--- src/rtl/pwm_pkg.sv ---
// Shared definitions for the PWM generator blocks: the ramp state encoding
// and the default duty word width used by both the ramp stage and the core.
package pwm_pkg;

   localparam int PWM_WIDTH_DEFAULT = 8;

   typedef enum logic [1:0] {
      IDLE = 2'd0,
      UP   = 2'd1,
      DOWN = 2'd2
   } ramp_state_t;

   // True for the states in which the duty value is still moving.
   function automatic logic ramp_active(input ramp_state_t s);
      return (s != IDLE);
   endfunction

endpackage

--- src/rtl/pwm_step_prescaler.sv ---
// Counts period_end ticks modulo STEP_DIV and flags the tick that completes
// a full group, which is the tick on which the ramp takes one step.
// The counter is held at zero while clear is high; clear wins over tick.
module pwm_step_prescaler #(
   parameter int STEP_DIV = 16
) (
   input  logic clk,
   input  logic rst,
   input  logic clear,
   input  logic tick,
   output logic step_strobe
);

   localparam int CW = (STEP_DIV > 1) ? $clog2(STEP_DIV) : 1;
   localparam logic [CW-1:0] LAST = CW'(STEP_DIV - 1);

   logic [CW-1:0] div_cnt;

   assign step_strobe = tick && !clear && (div_cnt == LAST);

   // Period counter: wraps to zero on the stepping tick, cleared while idle.
   always_ff @(posedge clk or posedge rst) begin
      if (rst) begin
         div_cnt <= '0;
      end else if (clear) begin
         div_cnt <= '0;
      end else if (tick) begin
         if (div_cnt == LAST) begin
            div_cnt <= '0;
         end else begin
            div_cnt <= div_cnt + 1'b1;
         end
      end
   end

endmodule

--- src/rtl/pwm_duty_ramp.sv ---
// Slew-rate-limited duty value for the PWM core. duty_o walks toward the
// captured target by STEP once every STEP_DIV period_end pulses, clamping at
// the target, and only ever changes on a period boundary.
// Optional feature macro: PWM_RAMP_SNAP_EN adds snap_i, which makes the next
// period_end after a snapping load jump straight to the new target.
//
// Handshake: target_load is a single-cycle strobe with no back-pressure;
// target_i is captured on the edge where target_load is high, and a later
// load simply overwrites the previous target. period_end is a single-cycle
// pulse from the core; duty_upd is a single-cycle pulse on every duty change.
module pwm_duty_ramp
   import pwm_pkg::*;
#(
   parameter int WIDTH    = PWM_WIDTH_DEFAULT,
   parameter int STEP     = 1,
   parameter int STEP_DIV = 16
) (
   input  logic             clk,
   input  logic             rst,
   input  logic [WIDTH-1:0] target_i,
   input  logic             target_load,
   input  logic             period_end,
`ifdef PWM_RAMP_SNAP_EN
   input  logic             snap_i,
`endif
   output logic [WIDTH-1:0] duty_o,
   output logic             duty_upd,
   output logic             busy,
   output ramp_state_t      state_dbg
);

   localparam logic [WIDTH:0] STEP_W = (WIDTH+1)'(STEP);

   ramp_state_t      state;
   ramp_state_t      state_d;
   logic [WIDTH-1:0] target_q;
   logic [WIDTH-1:0] duty_d;
   logic [WIDTH:0]   up_sum;
   logic [WIDTH:0]   dn_diff;
   logic             step_strobe;
   logic             snap_fire;
   logic             pre_clear;
   logic             pre_tick;

   assign state_dbg = state;

`ifdef PWM_RAMP_SNAP_EN
   logic snap_pend;

   assign snap_fire = snap_pend && period_end;

   // A snapping load arms the bypass; a normal load disarms it; the next
   // period_end consumes it.
   always_ff @(posedge clk or posedge rst) begin
      if (rst) begin
         snap_pend <= 1'b0;
      end else if (target_load) begin
         snap_pend <= snap_i;
      end else if (snap_fire) begin
         snap_pend <= 1'b0;
      end
   end
`else
   assign snap_fire = 1'b0;
`endif

   // The prescaler only counts while ramping; idling or snapping restarts it.
   assign pre_clear = !ramp_active(state) || snap_fire;
   assign pre_tick  = period_end && ramp_active(state);

   pwm_step_prescaler #(
      .STEP_DIV (STEP_DIV)
   ) u_prescaler (
      .clk         (clk),
      .rst         (rst),
      .clear       (pre_clear),
      .tick        (pre_tick),
      .step_strobe (step_strobe)
   );

   // Extended-width step candidates so neither direction can wrap.
   assign up_sum  = {1'b0, duty_o} + STEP_W;
   assign dn_diff = {1'b0, duty_o} - STEP_W;

   // Next duty value: clamp toward the current target. The direction comes
   // from the live comparison so a reversal never overshoots.
   always_comb begin
      duty_d = duty_o;
      if (snap_fire) begin
         duty_d = target_q;
      end else if (step_strobe) begin
         if (target_q > duty_o) begin
            if (up_sum > {1'b0, target_q}) begin
               duty_d = target_q;
            end else begin
               duty_d = up_sum[WIDTH-1:0];
            end
         end else if (target_q < duty_o) begin
            if (dn_diff[WIDTH] || (dn_diff < {1'b0, target_q})) begin
               duty_d = target_q;
            end else begin
               duty_d = dn_diff[WIDTH-1:0];
            end
         end
      end
   end

   // State follows the target against the duty value being written, so busy
   // drops on the same edge that duty_o lands on the target.
   always_comb begin
      state_d = IDLE;
      if (target_q > duty_d) begin
         state_d = UP;
      end else if (target_q < duty_d) begin
         state_d = DOWN;
      end
   end

   // Ramp FSM with registered duty, update pulse and busy flag.
   always_ff @(posedge clk or posedge rst) begin
      if (rst) begin
         state    <= IDLE;
         target_q <= '0;
         duty_o   <= '0;
         duty_upd <= 1'b0;
         busy     <= 1'b0;
      end else begin
         if (target_load) begin
            target_q <= target_i;
         end
         duty_o   <= duty_d;
         duty_upd <= (duty_d != duty_o);
         state    <= state_d;
         busy     <= ramp_active(state_d);
      end
   end

endmodule

--- config.mk ---
export PLATFORM = sky130hd
export DESIGN_NAME = pwm_duty_ramp
export DESIGN_NICKNAME = d
export VERILOG_FILES = /design/src/rtl/pwm_pkg.sv /design/src/rtl/pwm_step_prescaler.sv /design/src/rtl/pwm_duty_ramp.sv
export SDC_FILE = /design/constraint.sdc
export NUM_CORES = 1
export LEC_CHECK = 0
export CORE_ASPECT_RATIO = 2
export CORE_MARGIN = 10
export CORE_UTILIZATION = 30
export CTS_BUF_LIST = sky130_fd_sc_hd__clkbuf_8
export DETAILED_ROUTE_END_ITERATION = 7
export GPL_TIMING_DRIVEN = 0
export SYNTH_ARGS = -nofsm -noshare
export SYNTH_HDL_FRONTEND = slang
export SYNTH_SLANG_ARGS = --single-unit
--- constraint.sdc ---
create_clock -name clk -period 4.8 [get_ports clk]
set_clock_uncertainty 0.05 [all_clocks]
set_input_delay 0.72 -clock clk [delete_from_list [all_inputs] [get_ports clk]]
set_output_delay 0.72 -clock clk [all_outputs]
set_load 0.005 [all_outputs]
; ---- After elaboration in Yosys (flattened, before gate mapping)
; Cells that the tools add are included.
[word_totals]
out_inout_bits = 12
reg_bits = 24
word_cells = 34
[classes]
eq_ne = 3
n_reduce_logical = 6
magnitude_cmp = 6
n_mux = 10
add_sub_neg = 3
[op_table]
columns = cell, count
row1 = $mux W8, 5
row2 = $gt A8 B8 Y1, 2
row3 = $lt A8 B8 Y1, 2
row4 = $mux W4, 3
row5 = $add A8 B1 Y9 const B, 1
row6 = $gt A9 B8 Y1, 1
row7 = $lt A9 B8 Y1, 1
row8 = $sub A8 B1 Y9 const B, 1
row9 = $ne A8 B8 Y1, 1
row10 = $add A4 B1 Y4 const B, 1
row11 = $eq A4 B4 Y1 const B, 1
row12 = $mux W2, 2
row13 = $reduce_bool A2 Y1, 2
row14 = $logic_and A1 B1 Y1, 3
row15 = $ne A2 B1 Y1 const B, 1
row16 = $logic_or A1 B1 Y1, 1

; ---- Depth between registers and ports, before layout
; Gate-level depths: netlist (run 1).
[logic_depth]
ltp_word = 11
mapped_depth = 23
ltp_nobuf = 22

; ---- Hierarchy
; Synthesis (run 1) repeated with hierarchy kept, for this count alone.
[unflattened]
hier_cells = 311
hier_area_um2 = 2678.8
[modules_own_cells]
columns = module, seq_area_each_um2, n_inst, area_per_inst_um2, cells_per_inst
row1 = pwm_duty_ramp, 500.5, 1, 2468.6, 288
row2 = pwm_step_prescaler, 100.1, 1, 210.2, 23

; ---- Worst setup path after synthesis (run 1)
; Ideal clock, no wire load.
[synth_path]
path_kind = reg-to-reg
from = reg duty_o[0]
to = reg state[0] (netlist: state_dbg[0])
setup_ps = 131
arrival_ps = 3960
setup_slack_ps = 659
t_required_ps = 4619
path_stages_with_launch = 21
n_path_buf = 0
cell_sequence = dfrtp_1 -> ha_1 -> nand3_2 -> nor3_2 -> xnor2_1 -> ha_1 -> nand3_1 -> nor4_4 -> a211oi_2 -> nor2_4 -> a2bb2oi_2 -> o211ai_1 -> a21o_1 -> ha_1 -> nor2b_1 -> o21ai_0 -> nand2b_1 -> a21oi_1 -> nor2_1 -> a211oi_1 -> nor2_1
[synth_via]
elab_chain_cells = 9
[synth_lines]
columns = element, line
row1 = start: declaration, pwm_duty_ramp.sv:26  ; output logic [WIDTH-1:0] duty_o,
row2 = start signal: assignment, pwm_duty_ramp.sv:131  ; duty_o <= duty_d;
row3 = $sub A8 B1 Y9, pwm_duty_ramp.sv:83  ; assign dn_diff = {1'b0, duty_o} - STEP_W;
row4 = $lt A9 B8 Y1, pwm_duty_ramp.sv:99  ; if (dn_diff[WIDTH] || (dn_diff < {1'b0, target_q})) begin
row5 = $logic_or A1 B1 Y1, pwm_duty_ramp.sv:99
row6 = $mux W8, pwm_duty_ramp.sv:99
row7 = $mux W8, pwm_duty_ramp.sv:98  ; end else if (target_q < duty_o) begin
row8 = $mux W8, pwm_duty_ramp.sv:92  ; if (target_q > duty_o) begin
row9 = $mux W8 (*), pwm_duty_ramp.sv:91  ; end else if (step_strobe) begin
row10 = $gt A8 B8 Y1 (*), pwm_duty_ramp.sv:112  ; if (target_q > duty_d) begin
row11 = $mux W2 (*), pwm_duty_ramp.sv:112
row12 = named net state_d[0], pwm_duty_ramp.sv:35  ; ramp_state_t state_d;
row13 = end signal: assignment, pwm_duty_ramp.sv:133  ; state <= state_d;
row14 = end: declaration, pwm_duty_ramp.sv:34  ; ramp_state_t state;
; Mark *: on every way through the listed nets, which the timed path passes. The rest lies on a longest branch.
; A chain may end at the register's enable or synchronous reset.

; ---- Worst setup path after layout (run 1)
[layout_path]
from = reg duty_o[0]
to = reg busy
[layout_via]
elab_chain_cells = 11
[layout_lines]
columns = element, line
row1 = $sub A8 B1 Y9, pwm_duty_ramp.sv:83
row2 = $lt A9 B8 Y1, pwm_duty_ramp.sv:99
row3 = $logic_or A1 B1 Y1, pwm_duty_ramp.sv:99
row4 = $mux W8, pwm_duty_ramp.sv:99
row5 = $mux W8, pwm_duty_ramp.sv:98
row6 = $mux W8 (*), pwm_duty_ramp.sv:92
row7 = $mux W8 (*), pwm_duty_ramp.sv:91
row8 = named net duty_d[5], pwm_duty_ramp.sv:37  ; logic [WIDTH-1:0] duty_d;
row9 = $lt A8 B8 Y1, pwm_duty_ramp.sv:114  ; end else if (target_q < duty_d) begin
row10 = $mux W2, pwm_duty_ramp.sv:114
row11 = $mux W2 (*), pwm_duty_ramp.sv:112
row12 = named net state_d[1], pwm_duty_ramp.sv:35
row13 = $reduce_bool A2 Y1 (*), pwm_pkg.sv:15  ; return (s != IDLE);
row14 = end signal: assignment, pwm_duty_ramp.sv:134  ; busy <= ramp_active(state_d);
row15 = end: declaration, pwm_duty_ramp.sv:28  ; output logic busy,
; Marked as above.

==> qor.yml, run 1 <==
status: "completed"
worst_r2r_endpoint: "busy"
synth_top_family_by_area: "compound AO/OA/AOI/OAI gates"
grt_pass1_wl_um: 14700
drive_gt1_share_pct: 20.1
clkPwrFrac_pct: 12.3
io_buffers: 23
cts_max_path_buffers: 2
synthAdderAreaFrac_pct: 16.0
min_to: "u_prescaler.div_cnt[3]"
end_kind: "flip-flop"
synth_seq_cells: 24
reg2reg_from: "duty_o[0]"
cap_violations: 0
cts_tree: "yes"
track_usage_pct: 14.3
area_growth_pct: 26.4
grt_pass1_vias: 2704
yosys-top-cells-count: "ha_1, a21oi_1, dfrtp_1, inv_1, o21ai_0"
synth_compound_area_share_pct: 29.6
critPathSlowestCell: "dfrtp_2"
dpl.cell_count: 436
clock_latency_ns: 0.29
period_share_pct: 97.3
cts_root_buf: "clkbuf_8"
firstDrtPassIters: 4
hold_viol_final: 0
synth_seq_area_share_pct: 22.6
die_y_um: 153
holdPathStages: 1
finalMaxSlewViolations: 0
synth_area_leaders: "dfrtp_1, ha_1, a21oi_1"
antenna_left: 0
cp_max_fo: 8
synthMuxAreaShare_pct: 2.36
first_iter_violations: 276
max_freq_mhz: 214
layout_min_cycle_time_ns: 4.67
diodes: 0
rr_worst_depth: 20
start_util_pct: 30.7
p_seq_share_pct: 19.6
power_density_mw_per_mm2: 459
comb_power_share_pct: 68.0
synth_edf_count: 0
die_area_mm2: 0.0132
vias: 2677
syn_avg_cell_area_um2: 8.47
grt_antenna_before_repair: 0
finalSetupViolations: 0
hpwlAfterDp_um: 7570
tightest_slew_ns: 0.986
switching_share_pct: 47.7
grt-ovfl-total: 0
hold_buffers: 0
synthArstFlopShare_pct: 100
max_stage_delay_ns: 0.48
leakage_nw: 1.39
cts_sinks: 24
netlist_area_mm2: 0.00265
core-area_mm2: 0.00865
p_int_mw: 0.804
synth.top_cell.area_share_pct: 22.6
avgRoutedWirePerCell_um: 21.0
io_pins: 24
gp_congestion: 0.986
netSwitchingPower_mw: 0.735
synthFlopType: "dfrtp_1"
hp-start: "u_prescaler.div_cnt[3]"
final_nets: 405
grt_max_degree: 25
wirelength_um: 9630
numCtsBuffers: 3
synth.most_common_cell: "ha_1"
synth_fp_nets: 359
ir_worst_vdd_uv: 133
slew_headroom_pct: 34.2
synthCells: 313
holdCritPathClass: "flip-flop to flip-flop"
num_rows: 48
die_x_um: 86.5
synth-xor-area-share_pct: 4.95
crit_path_start_kind: "flip-flop"
required_ns: 4.93
yosysWarnings: 0
worstSetupPathType: "flip-flop to flip-flop"
synth.distinct_cells: 64
crit_chain: "ha_2 > nand3_4 > nor3_4 > xnor2_1 > ha_1 > nand3_4 > nor4_4 > buf_6 > buf_4 > a2bb2oi_4 > a21oi_1 > o21ai_1 > o21ai_0 > a21oi_2 > inv_1 > ha_1 > nand4_1 > nor2_4 > a211oi_4 > nand2b_1"
viasPerCell: 5.84
yosys.area_share.simple_pct: 18.7
crit_arrival_ns: 4.80
cts.htree.levels: 1
ff2ff_setup_slack_ns: 0.13
drc_errors: 0
yosysTopAreaCell: "dfrtp_1"
stdcell_count: 458
total_power_mw: 1.54
path_clk_slew_ns: 0.09
## worst max-delay path by stage
stage	from	endpoint	slack, ns	cells after the start
2_1_floorplan	duty_o[0]	state_dbg[0]	0.66	20
3_3_place_gp	duty_o[0]	busy	-0.62	20
3_5_place_dp	duty_o[0]	busy	-0.70	20
4_1_cts	duty_o[2]	busy	0.01	21
5_1_grt	duty_o[2]	busy	-0.03	23
6_report	duty_o[0]	busy	0.13	20
## logic make-up (layout without fill, tap and decap cells)
kind of cell	after synthesis	after routing
AOI/OAI and AO/OA	110	110
and+or+nand+nor	88	88
buffers and inverters	36	81
adders and majority gates	34	34
DFF	24	24
xor gates and xnor gates	15	15
muxes	6	6
## cells in the final DEF, fill, tap and decap left out, types with 12 or more instances in the layout
master and n:
inv_1 24, xnor2_1 12, ha_1 33, dfrtp_1 22, nor2_1 16, clkdlybuf4s50_1 23, o21ai_0 23, buf_4 19
a21oi_1 24, nand2_1 17
## area by class of cell
| type | instances | area, um^2 |
|---|---|---|
| flip-flops and latches | 24 | 603 |
| inverters | 26 | 97.6 |
| fillers | 932 | 5300 |
| multi-input cells | 253 | 2030 |
| repair buffers | 41 | 369 |
| well taps | 100 | 125 |
| clock buffers | 3 | 41.3 |
| clock inverters | 1 | 30.0 |
| plain buffers | 10 | 56.3 |
## worst max-delay path, delay by kind of cell (launching register included)
| kind | cells | cell delay [ns] |
|---|---|---|
| and+or+nand+nor | 7 | 1.55 |
| xor gates and xnor gates | 1 | 0.13 |
| adders and majority gates | 3 | 0.91 |
| buffers and inverters | 3 | 0.40 |
| DFF | 1 | 0.48 |
| AOI/OAI and AO/OA | 6 | 1.02 |
## metal layers
metal	GRT usage (%)	vias to the layer above	wire, um	share of wire, %
met5	0	-	0	0
met4	12.5	0	724	7.5
li1	-	1253	-	-
met2	26.9	103	5440	57
met1	12.3	1281	3120	32
met3	1.60	40	348	3.6
## repair_timing
action | 4_1_cts | 5_1_grt
pin swaps | 3 | 6
hold endpoints to repair | 0 | 0
setup endpoints to repair | 3 | 3
buffers inserted | 4 | 14
gates resized for setup | 15 | 13
## state kept, by name (all words and copies together) (netlist names)
| register | cells |
|---|---|
| target_q | 8 |
| duty_o | 8 |
| state_dbg | 2 |
| busy | 1 |
| u_prescaler.div_cnt | 4 |
| duty_upd | 1 |
## metrics by stage
stage	setup WS, ns	cell area [um^2]	utilization (%)	hold slack (ns)	TNS (ns)
global route	-0.0290	3350	38.8	0.516	-0.0502
floorplan	0.659	2650	-	0.432	0
finish	0.129	3350	38.8	0.494	0
CTS	0.0119	3190	36.8	0.485	0
global placement	-0.616	3010	34.8	0.457	-1.77
detailed placement	-0.701	3010	34.8	0.470	-2.01
## power by group through the flow
stage	registers (mW)	logic, mW	clock network, mW
floorplan	0.294	0.650	0
global placement	0.306	0.890	0
detailed placement	0.307	0.906	0
CTS	0.304	0.960	0.194
global route	0.309	1.14	0.196
finish	0.302	1.05	0.190
Power figures use the tool's default switching activity.
==> run 2: changes to the inputs <==
- CORE_UTILIZATION: 30 -> 35
==> run 2 against run 1 <==
Sequential share of layout area is 1.1 points higher. Clock-buffer cell count unchanged. Global-route usage grew 1.8 points. Largest power group unchanged. Power down 8.4%. Critical path type unchanged. Sequential cell count unchanged. Non-clock buffer count decreased by 12. Critical path depth is 1 higher.
==> qor.yml, run 2 (same netlist as run 1, synthesis figures left out) <==
grt-ovfl-total: 0
cp_max_fo: 10
antenna_left: 0
slew_headroom_pct: 33.3
firstDrtPassIters: 4
cts.htree.levels: 1
holdCritPathClass: "flip-flop to flip-flop"
core-area_mm2: 0.00732
holdPathStages: 1
grt_pass1_vias: 2718
grt_antenna_before_repair: 0
pre_cts_ws_ns: -0.0661
reg2reg_from: "duty_o[0]"
worstSetupPathType: "flip-flop to flip-flop"
gp_congestion: 0.912
io_buffers: 23
reg_top3: "duty_o x8, target_q x8, u_prescaler.div_cnt x4"
cts_tree: "yes"
crit_path_start_kind: "flip-flop"
power_density_mw_per_mm2: 448
die_area_mm2: 0.0117
layout_commonest_cell: "ha_1"
cap_violations: 0
final_nets: 393
ir_worst_vdd_uv: 164
cts_max_path_buffers: 2
leakage_nw: 1.31
finalSetupViolations: 0
final_cell_mix: "ha_1, a21oi_1, inv_1, o21ai_0, clkdlybuf4s50_1"
hpwlAfterDp_um: 7230
clock_latency_ns: 0.29
tightest_slew_ns: 0.999
viasPerCell: 6.13
area_growth_pct: 18.8
layout_min_cycle_time_ns: 4.57
ff2ff_setup_slack_ns: 0.23
diodes: 0
crit_arrival_ns: 4.75
numCtsBuffers: 3
max_freq_mhz: 219
cts_sinks: 24
start_util_pct: 36.2
grt_pass1_wl_um: 14200
worst_r2r_endpoint: "busy"
min_to: "u_prescaler.div_cnt[3]"
cts_root_buf: "clkbuf_8"
required_ns: 4.98
drive_gt1_share_pct: 15.7
status: "completed"
avgRoutedWirePerCell_um: 21.0
finalMaxSlewViolations: 0
hold_viol_final: 0
wirelength_um: 9160
track_usage_pct: 16.1
hp-start: "u_prescaler.div_cnt[3]"
end_kind: "flip-flop"
vias: 2677
num_rows: 44
io_pins: 24
grt_max_degree: 25
drc_errors: 0
die_y_um: 143
period_share_pct: 95.2
die_x_um: 81.6
first_iter_violations: 173
fin_ws_ns: 0.231
path_clk_slew_ns: 0.09
rr_worst_depth: 21
fin_util_pct: 43.0
-- run 2: power by group --
part | internal [mW] | total, mW | leakage (nW) | switching, mW
Sequential | 0.247 | 0.307 | 0.282 | 0.0608
Clock | 0.0567 | 0.134 | 0.0216 | 0.0773
Combinational | 0.404 | 0.969 | 1.01 | 0.565
-- run 2: repair_timing --
item | 4_1_cts | 5_1_grt
hold endpoints to repair | 0 | 0
pin swaps | 1 | 1
resized for setup | 3 | 12
endpoints found under the setup margin | 3 | 3
setup buffers | 2 | 4
gates cloned | 0 | 0
hold buffers | 0 | 0
-- run 2: final cells by class --
cell class                 instances  area [um^2]
timing repair buffer              29          275
buffer                            10         52.6
fill                             729         4170
inverter                          26         97.6
multi-input combinational        253         1970
sequential                        24          603
clock buffer                       3         41.3
tap                               92          115
-- run 2: worst max-delay path by stage --
stage | startpoint | end | slack, ns | depth (start not counted)
global placement | duty_o[0] | state_dbg[0] | -0.05 | 20
finish | duty_o[0] | busy | 0.23 | 21
detailed placement | duty_o[0] | state_dbg[0] | -0.07 | 20
CTS | duty_o[0] | busy | 0.04 | 21
global route | duty_o[0] | state_dbg[0] | -0.02 | 21
floorplan | duty_o[0] | state_dbg[0] | 0.66 | 20
-- run 2: worst max-delay path, stage by stage, from the launching register on --
cell and delay [ns]:
dfrtp_2 0.53, ha_1 0.25, nand3_2 0.15, nor3_4 0.24
xnor2_1 0.20, ha_1 0.30, nand3_2 0.16, nor4_4 0.06
buf_4 0.16, a211oi_4 0.35, nor2_4 0.12, a2bb2oi_2 0.18
o211ai_1 0.33, a21o_1 0.18, ha_1 0.23, nor2b_1 0.13
o21ai_0 0.15, nand2b_1 0.07, a21oi_1 0.20, nor2_1 0.08
a211oi_2 0.25, nand2b_1 0.13
-- run 2: layer usage --
layer	up-vias	GRT usage [%]	part of all wire, %
met1	1266	14.5	32
met3	51	1.64	4.6
met2	118	30.2	55
met4	0	12.9	8.0
li1	1242	-	-
met5	-	0	0
-- run 2: per-stage QoR --
stage	hold slack (ns)	TNS (ns)	total power, mW	instances	instance area, um^2
finish	0.499	0	1.41	437	3150
global placement	0.476	-0.0921	1.19	428	3000
CTS	0.493	0	1.36	433	3060
detailed placement	0.479	-0.128	1.21	428	3000
global route	0.513	-0.0288	1.51	437	3150
floorplan	0.432	0	0.944	313	2650
==> run 3: changes to the inputs <==
- PLACE_DENSITY_LB_ADDON: unset -> 0.12
- RECOVER_POWER: unset -> 25
==> run 3 against run 2 <==
Worst setup slack improved by 0.026 ns. Sequential cell count unchanged. Sequential share of layout area shrank 0.78 points. Wire length rose by 0.90%. Critical endpoint unchanged.
==> qor.yml, run 3 (same netlist as run 1, synthesis figures left out) <==
path_clk_slew_ns: 0.09
ir_worst_vdd_uv: 153
die_y_um: 143
layout_min_cycle_time_ns: 4.54
final_nets: 400
diodes: 0
crit_path_start_kind: "flip-flop"
cap_violations: 0
status: "completed"
grt_antenna_before_repair: 0
first_iter_violations: 148
fin_area_mm2: 0.00329
cp_max_fo: 9
area_growth_pct: 23.9
cts_sinks: 24
p_int_mw: 0.761
io_pins: 24
hold_viol_final: 0
end_kind: "flip-flop"
core-area_mm2: 0.00732
leakage_nw: 1.37
cts_root_buf: "clkbuf_8"
fin_util_pct: 44.9
slew_headroom_pct: 35.1
grt_pass1_vias: 2681
max_freq_mhz: 220
grt_max_degree: 25
numCtsBuffers: 3
hpwlAfterDp_um: 7550
track_usage_pct: 16.4
period_share_pct: 94.6
cts_max_path_buffers: 2
die_x_um: 81.6
multiInputGateArea_mm2: 0.00201
power_density_mw_per_mm2: 450
cts.htree.levels: 1
comb_power_share_pct: 69.7
crit_arrival_ns: 4.72
placed_cell_area_mm2: 0.00300
die_area_mm2: 0.0117
p_seq_share_pct: 20.3
viasPerCell: 5.89
clkPwrFrac_pct: 10.0
num_rows: 44
drive_gt1_share_pct: 19.0
gp_congestion: 0.930
reg_top3: "duty_o x8, target_q x8, u_prescaler.div_cnt x4"
io_buffers: 23
netSwitchingPower_mw: 0.719
antenna_left: 0
clock_latency_ns: 0.28
start_util_pct: 36.2
avgRoutedWirePerCell_um: 20.8
switching_share_pct: 48.6
wirelength_um: 9240
required_ns: 4.98
finalMaxSlewViolations: 0
holdCritPathClass: "flip-flop to flip-flop"
num-fill-cells: 738
firstDrtPassIters: 4
seq_area_um2: 603
drc_errors: 0
tightest_slew_ns: 0.972
grt-ovfl-total: 0
grt_pass1_wl_um: 14500
cts_tree: "yes"
vias: 2619
layout_commonest_cell: "ha_1"
finalSetupViolations: 0
final_cell_mix: "ha_1, a21oi_1, inv_1, o21ai_0, dfrtp_1"
whs_ns: 0.481
total_power_mw: 1.48
worstSetupPathType: "flip-flop to flip-flop"
[run 3: cell type report]
class | instances | share of cell area (%)
inverter | 26 | 2.97
tap | 92 | 3.50
clock buffer | 4 | 1.68
buffer | 10 | 1.71
timing repair buffer | 36 | 10.5
multi-input combinational | 253 | 61.3
sequential | 24 | 18.4
[run 3: timing repair]
item,4_1_cts,5_1_grt
endpoints found under the setup margin,3,3
setup buffers,7,6
resized for setup,10,18
pin swaps,3,8
hold buffers,0,0
[run 3: worst paths after layout]
kind	slack, ns	from	cells past startpoint	endpoint
min in group asynchronous	1.05	rst	2	duty_o[2]
max in group asynchronous	3.00	rst	2	duty_o[1]
worst min register to register	0.48	u_prescaler.div_cnt[3]	1	u_prescaler.div_cnt[3]
worst max register to register	0.26	duty_o[0]	22	busy
worst min-delay path	0.48	u_prescaler.div_cnt[3]	1	u_prescaler.div_cnt[3]
worst max-delay path	0.26	duty_o[0]	22	busy
[run 3: power by group through the flow]
stage	logic [mW]	registers (mW)	clock network, mW
final	1.03	0.300	0.148
after global routing	1.13	0.308	0.160
after CTS	0.980	0.300	0.155
after detailed placement	0.909	0.308	0
after global placement	0.900	0.307	0
after floorplan	0.650	0.294	0
[run 3: metal layers]
metal | share of wire, % | up-vias | GRT usage [%]
li1 | - | 1252 | -
met1 | 34 | 1253 | 16.0
met2 | 56 | 83 | 30.5
met3 | 3.8 | 31 | 1.45
met4 | 6.9 | 0 | 11.3
met5 | 0 | - | 0
[run 3: worst max-delay path, stage by stage (launching register included)]
cell      delay [ns]
dfrtp_2         0.46
buf_4           0.18
inv_1           0.12
ha_2            0.23
nand2b_2        0.14
nor4_2          0.22
xnor2_1         0.19
ha_1            0.29
a22oi_1         0.26
a32o_1          0.23
buf_4           0.17
nor2_1          0.05
mux2_1          0.31
a211o_1         0.30
o21a_1          0.18
inv_1           0.05
ha_1            0.23
o21ai_0         0.08
nand2b_1        0.09
a21oi_1         0.18
nor2_2          0.08
a211oi_4        0.24
nand2b_1        0.14
[run 3: stage by stage]
step / std cells / setup TNS [ns] / setup WS [ns]
after floorplan: 313 / 0 / 0.659
after CTS: 439 / 0 / 0.0281
after global placement: 428 / -1.43 / -0.500
after detailed placement: 428 / -1.72 / -0.601
final: 445 / 0 / 0.258
after global routing: 445 / -0.00284 / -0.00284
==> variant 1 (flow settings as in run 1) <==
Register the output `state_dbg` once more; this adds one clock of latency there. The other outputs are not delayed to match.
--- a/src/rtl/pwm_duty_ramp.sv
+++ b/src/rtl/pwm_duty_ramp.sv
@@ -42,7 +42,9 @@
    logic             pre_clear;
    logic             pre_tick;
 
-   assign state_dbg = state;
+   always_ff @(posedge clk) begin
+      state_dbg <= state;
+   end
 
 `ifdef PWM_RAMP_SNAP_EN
    logic snap_pend;
Function: changed (a bounded check fails within 4 cycles, from zero or initial values and one cycle with rst high).
==> variant 1 against run 1 <==
Cell area is 7.8% lower. Die area shrank 3.9%. Cell count fell by 4.8%. Fmax is 3.9% higher. Synthesized cell count fell by 1.3%. Wire length is 10% lower. Area after synthesis down 4.8%. First-iteration DRC count is 31% lower. Sequential cell count up 2. Count of clock-buffer cells in the layout unchanged. Setup slack better by 0.17 ns. Largest cell class unchanged.
Power is not compared: it rests on default switching activity, and its combinational part moved more than twofold at a synthesized area within 25%.
==> variant 1: results (changes against run 1) <==
[run_status]
outcome=complete, no violations  ; unchanged

[drt]
routed_wl_um=8663  ; was 9628 µm
drt-initial-drc-count=191  ; was 276
wl_per_cell_um=19.87  ; was 21.02 µm

[grt]
first_global_vias=2649  ; was 2704
grt_use_total_pct=13.35  ; was 14.27%
grt_pass1_wl_um=13610  ; was 14680 µm

[synthesis]
syn_nets=355  ; was 359
synth_xor_area_share_pct=5.201  ; was 4.953%
ys_seq_elements=26  ; was 24
muxShareOfSynthArea_pct=3.318  ; was 2.358%
synth_fa_ha_area_share_pct=16.84  ; was 16.04%
ys_seq_area_share_pct=25.36  ; was 22.64%
synth.avg_cell_area_um2=8.175  ; was 8.475 µm²
synthArstFlopShare_pct=92.31  ; was 100.0%
synth_cell_types=56  ; was 64

[worst_setup_path]
reg2reg_slack_ns=0.30  ; was 0.13 ns
cp.arrival_ns=4.60  ; was 4.80 ns
cp_top_family=compound AO/OA/AOI/OAI gates  ; was simple AND/OR/NAND/NOR gates

[clock_tree]
clock_latency_ns=0.27  ; was 0.29 ns

[layout]
drive_above_1_share_pct=13.02  ; was 20.11%
buffers_excl_clock=38  ; was 51
inverters=27  ; was 26
final_area_um2=3089  ; was 3352 µm²
sh_seq_area_pct=20.82  ; was 17.99%
fillers=890  ; was 932
multi_input_cells=243  ; was 253

[timing]
period_minus_slack_ns=4.497  ; was 4.671 ns

[placement]
gp_congestion=0.9422  ; was 0.9857
dpl.hpwl_um=7161  ; was 7570 µm
dp_slack_ns=-0.5897  ; was -0.7013 ns
place_area_um2=2879  ; was 3008 µm²

[variant 1: cell types whose count changed after synthesis, moves of 5 or more]
cell	change
nor3_1	-6
nand2_1	+8
nand3_1	+7
nor2_1	+5
a21oi_1	-6
[variant 1: worst paths after layout]
path                                     start                    to  cells past startpoint
hold reg to reg             state[1]$_DFF_PP0_  state_dbg[1]$_DFF_P_                      0
hold / removal              state[1]$_DFF_PP0_  state_dbg[1]$_DFF_P_                      0
min in group asynchronous                  rst   duty_o[4]$_DFF_PP0_                      2
max in group asynchronous                  rst   duty_o[1]$_DFF_PP0_                      2
setup / recovery           duty_o[0]$_DFF_PP0_    state[0]$_DFF_PP0_                     21
setup reg to reg           duty_o[0]$_DFF_PP0_    state[0]$_DFF_PP0_                     21
[variant 1: power groups by stage]
stage               registers (W)  logic [W]  clock network, W
floorplan                0.000272   0.000285                 0
global placement         0.000281   0.000407                 0
finish                   0.000278   0.000448          0.000184
global route             0.000282   0.000496          0.000195
CTS                      0.000278   0.000420          0.000186
detailed placement       0.000282   0.000410                 0
[variant 1: what timing repair did]
item | CTS | global route
hold buffers | 0 | 0
setup endpoints to repair | 3 | 3
pin swaps | 1 | 6
endpoints found under the hold margin | 0 | 0
gates resized for setup | 6 | 26
setup buffers | 1 | 2
[variant 1: per-layer routing]
metal  part of all wire (%)  vias up  track usage, %  routed length (µm)
li1                       -     1185               -                   -
met5                      0        -               0                   0
met4                    8.5        0           12.17                 733
met2                     56       70           25.83                4836
met1                     33     1137           11.13                2898
met3                    2.3       41           1.796                 195
==> variant 2 (settings of run 1) <==
Made on the original files. `STEP_DIV` is set to 16 in 2 places; all go to 8.
--- a/src/rtl/pwm_step_prescaler.sv
+++ b/src/rtl/pwm_step_prescaler.sv
@@ -2,7 +2,7 @@
 // a full group, which is the tick on which the ramp takes one step.
 // The counter is held at zero while clear is high; clear wins over tick.
 module pwm_step_prescaler #(
-   parameter int STEP_DIV = 16
+   parameter int STEP_DIV = 8
 ) (
    input  logic clk,
    input  logic rst,
--- a/src/rtl/pwm_duty_ramp.sv
+++ b/src/rtl/pwm_duty_ramp.sv
@@ -13,7 +13,7 @@
 #(
    parameter int WIDTH    = PWM_WIDTH_DEFAULT,
    parameter int STEP     = 1,
-   parameter int STEP_DIV = 16
+   parameter int STEP_DIV = 8
 ) (
    input  logic             clk,
    input  logic             rst,
Behaviour: no difference found for any inputs over 10 cycles, from zero or initial values and one cycle with rst high; that may be too few to reach the edited logic, so the function may still have changed.
==> variant 2 against run 1 <==
Sequential share of layout area rose by 0.15 points. First-iteration DRC count rose by 12%. Largest cell class unchanged. Setup slack improved by 0.045 ns. Global-route usage rose by 0.71 points. Largest power group unchanged. Cell area fell by 4.9%. Wire length fell by 0.10%. Count of clock-buffer cells in the layout did not move. Total power rose by 24%. Sequential cell count fell by 1. Area after synthesis fell by 5.3%.
==> variant 2: results (changes against run 1) <==
[synthesis]
yosys.area.top_type_share_pct=22.92  ; was 22.64%
ys_top_cells_by_count=ha_1, o21ai_0, dfrtp_1  ; was ha_1, a21oi_1, dfrtp_1, inv_1, o21ai_0
synth.area.top_cells=dfrtp_1, ha_1, o21ai_0  ; was dfrtp_1, ha_1, a21oi_1
ys_seq_area_share_pct=22.92  ; was 22.64%
synth.avg_cell_area_um2=8.455  ; was 8.475 µm²

[timing]
relSlewSlack_pct=36.09  ; was 34.19%

[drt]
drt-initial-drc-count=310  ; was 276
wl_met3_um=315  ; was 348 µm
routed_wl_um=9618  ; was 9628 µm
dr_wl_met2_um=5309  ; was 5440 µm

[grt]
first_global_vias=2692  ; was 2704
met2_usage_pct=28.91  ; was 26.89%
use_met1_pct=14.07  ; was 12.34%
grtUsageMet3_pct=0.8753  ; was 1.597%
grt_pass1_wl_um=14900  ; was 14680 µm
grt_use_total_pct=14.98  ; was 14.27%

[layout]
fillers=876  ; was 932
stdcell_count=440  ; was 458

[clock_tree]
cts_resized=16  ; was 15
postCtsSetupBuffers=6  ; was 4

[placement]
dpl.hpwl_um=7459  ; was 7570 µm
gp_congestion=0.9586  ; was 0.9857
place_area_um2=2864  ; was 3008 µm²

[power_and_ir_drop]
p_leak_nw=1.361  ; was 1.391 nW

[worst_setup_path]
cp.arrival_ns=4.76  ; was 4.80 ns

[run_status]
outcome=complete, no violations  ; unchanged

==> variant 2: cell count changes after synthesis, sizes merged, moves of 5 or more <==
cell / before / now
a21oi: 27 / 22
o21ai: 24 / 31
nand3: 12 / 7
nor3: 12 / 5
==> variant 2: final cells by class <==
cell class                      instances  area, µm²  share of cell area [%]
Buffer                                  9      66.31                   2.081
Clock buffer                            3      41.29                   1.296
Clock inverter                          1      5.005                  0.1570
Inverter                               24      97.59                   3.062
Multi-Input combinational cell        241       1911                   59.95
Sequential cell                        23      578.1                   18.14
Tap cell                               98      122.6                   3.848
Timing Repair Buffer                   41      365.4                   11.46
==> variant 2: path summary, 6_finish.rpt <==
kind / startpoint / to / depth (start not counted)
max reg2reg: duty_o[0]$_DFF_PP0_ / busy$_DFF_PP0_ / 22
max in group asynchronous: rst / duty_o[1]$_DFF_PP0_ / 2
max: duty_o[0]$_DFF_PP0_ / busy$_DFF_PP0_ / 22
min in group asynchronous: rst / target_q[3]$_DFFE_PP0P_ / 2
min reg2reg: u_prescaler.div_cnt[1]$_DFFE_PP0P_ / u_prescaler.div_cnt[1]$_DFFE_PP0P_ / 2
min: u_prescaler.div_cnt[1]$_DFFE_PP0P_ / u_prescaler.div_cnt[1]$_DFFE_PP0P_ / 2
==> variant 2: per-stage QoR <==
| stage | setup TNS (ns) | total power (W) | setup WS, ns | hold slack (ns) |
|---|---|---|---|---|
| 6_report | 0 | 0.001903 | 0.1738 | 0.4817 |
| 5_1_grt | -0.1133 | 0.002041 | -0.07383 | 0.5251 |
| 4_1_cts | 0 | 0.001742 | 0.003161 | 0.4919 |
| 3_5_place_dp | -2.295 | 0.001522 | -0.7957 | 0.4693 |
| 3_3_place_gp | -2.127 | 0.001511 | -0.7363 | 0.4701 |
| 2_1_floorplan | 0 | 0.001131 | 0.4067 | 0.4403 |
==> variant 2: power by group <==
| group | leakage, nW | switching (W) | total [W] | internal, W |
|---|---|---|---|---|
| Clock | 0.0255 | 0.0000747 | 0.000133 | 0.0000586 |
| Sequential | 0.271 | 0.0000697 | 0.000316 | 0.000246 |
| Combinational | 1.06 | 0.000832 | 0.00145 | 0.000622 |
==> variant 2: critical path, delay by kind of cell, from the launching register on <==
family | cells | cell delay (ns)
AND/OR/NAND/NOR | 5 | 1.01
adder cells (fa/ha/maj) | 3 | 0.75
buffers and inverters | 6 | 0.76
flip-flops | 1 | 0.47
AO/OA/AOI/OAI | 8 | 1.48
==> variant 2: kinds of logic (layout without fill, tap and decap cells) <==
group / count (synthesis) / after routing / share of synthesized area [%]
compound gates: 112 / 112 / 31.79
xor+xnor: 12 / 12 / 4.185
fa+ha+maj: 35 / 35 / 17.44
buf+inv: 33 / 78 / 5.780
flops: 23 / 23 / 22.92
mux: 5 / 5 / 2.043
simple gates: 77 / 77 / 15.84
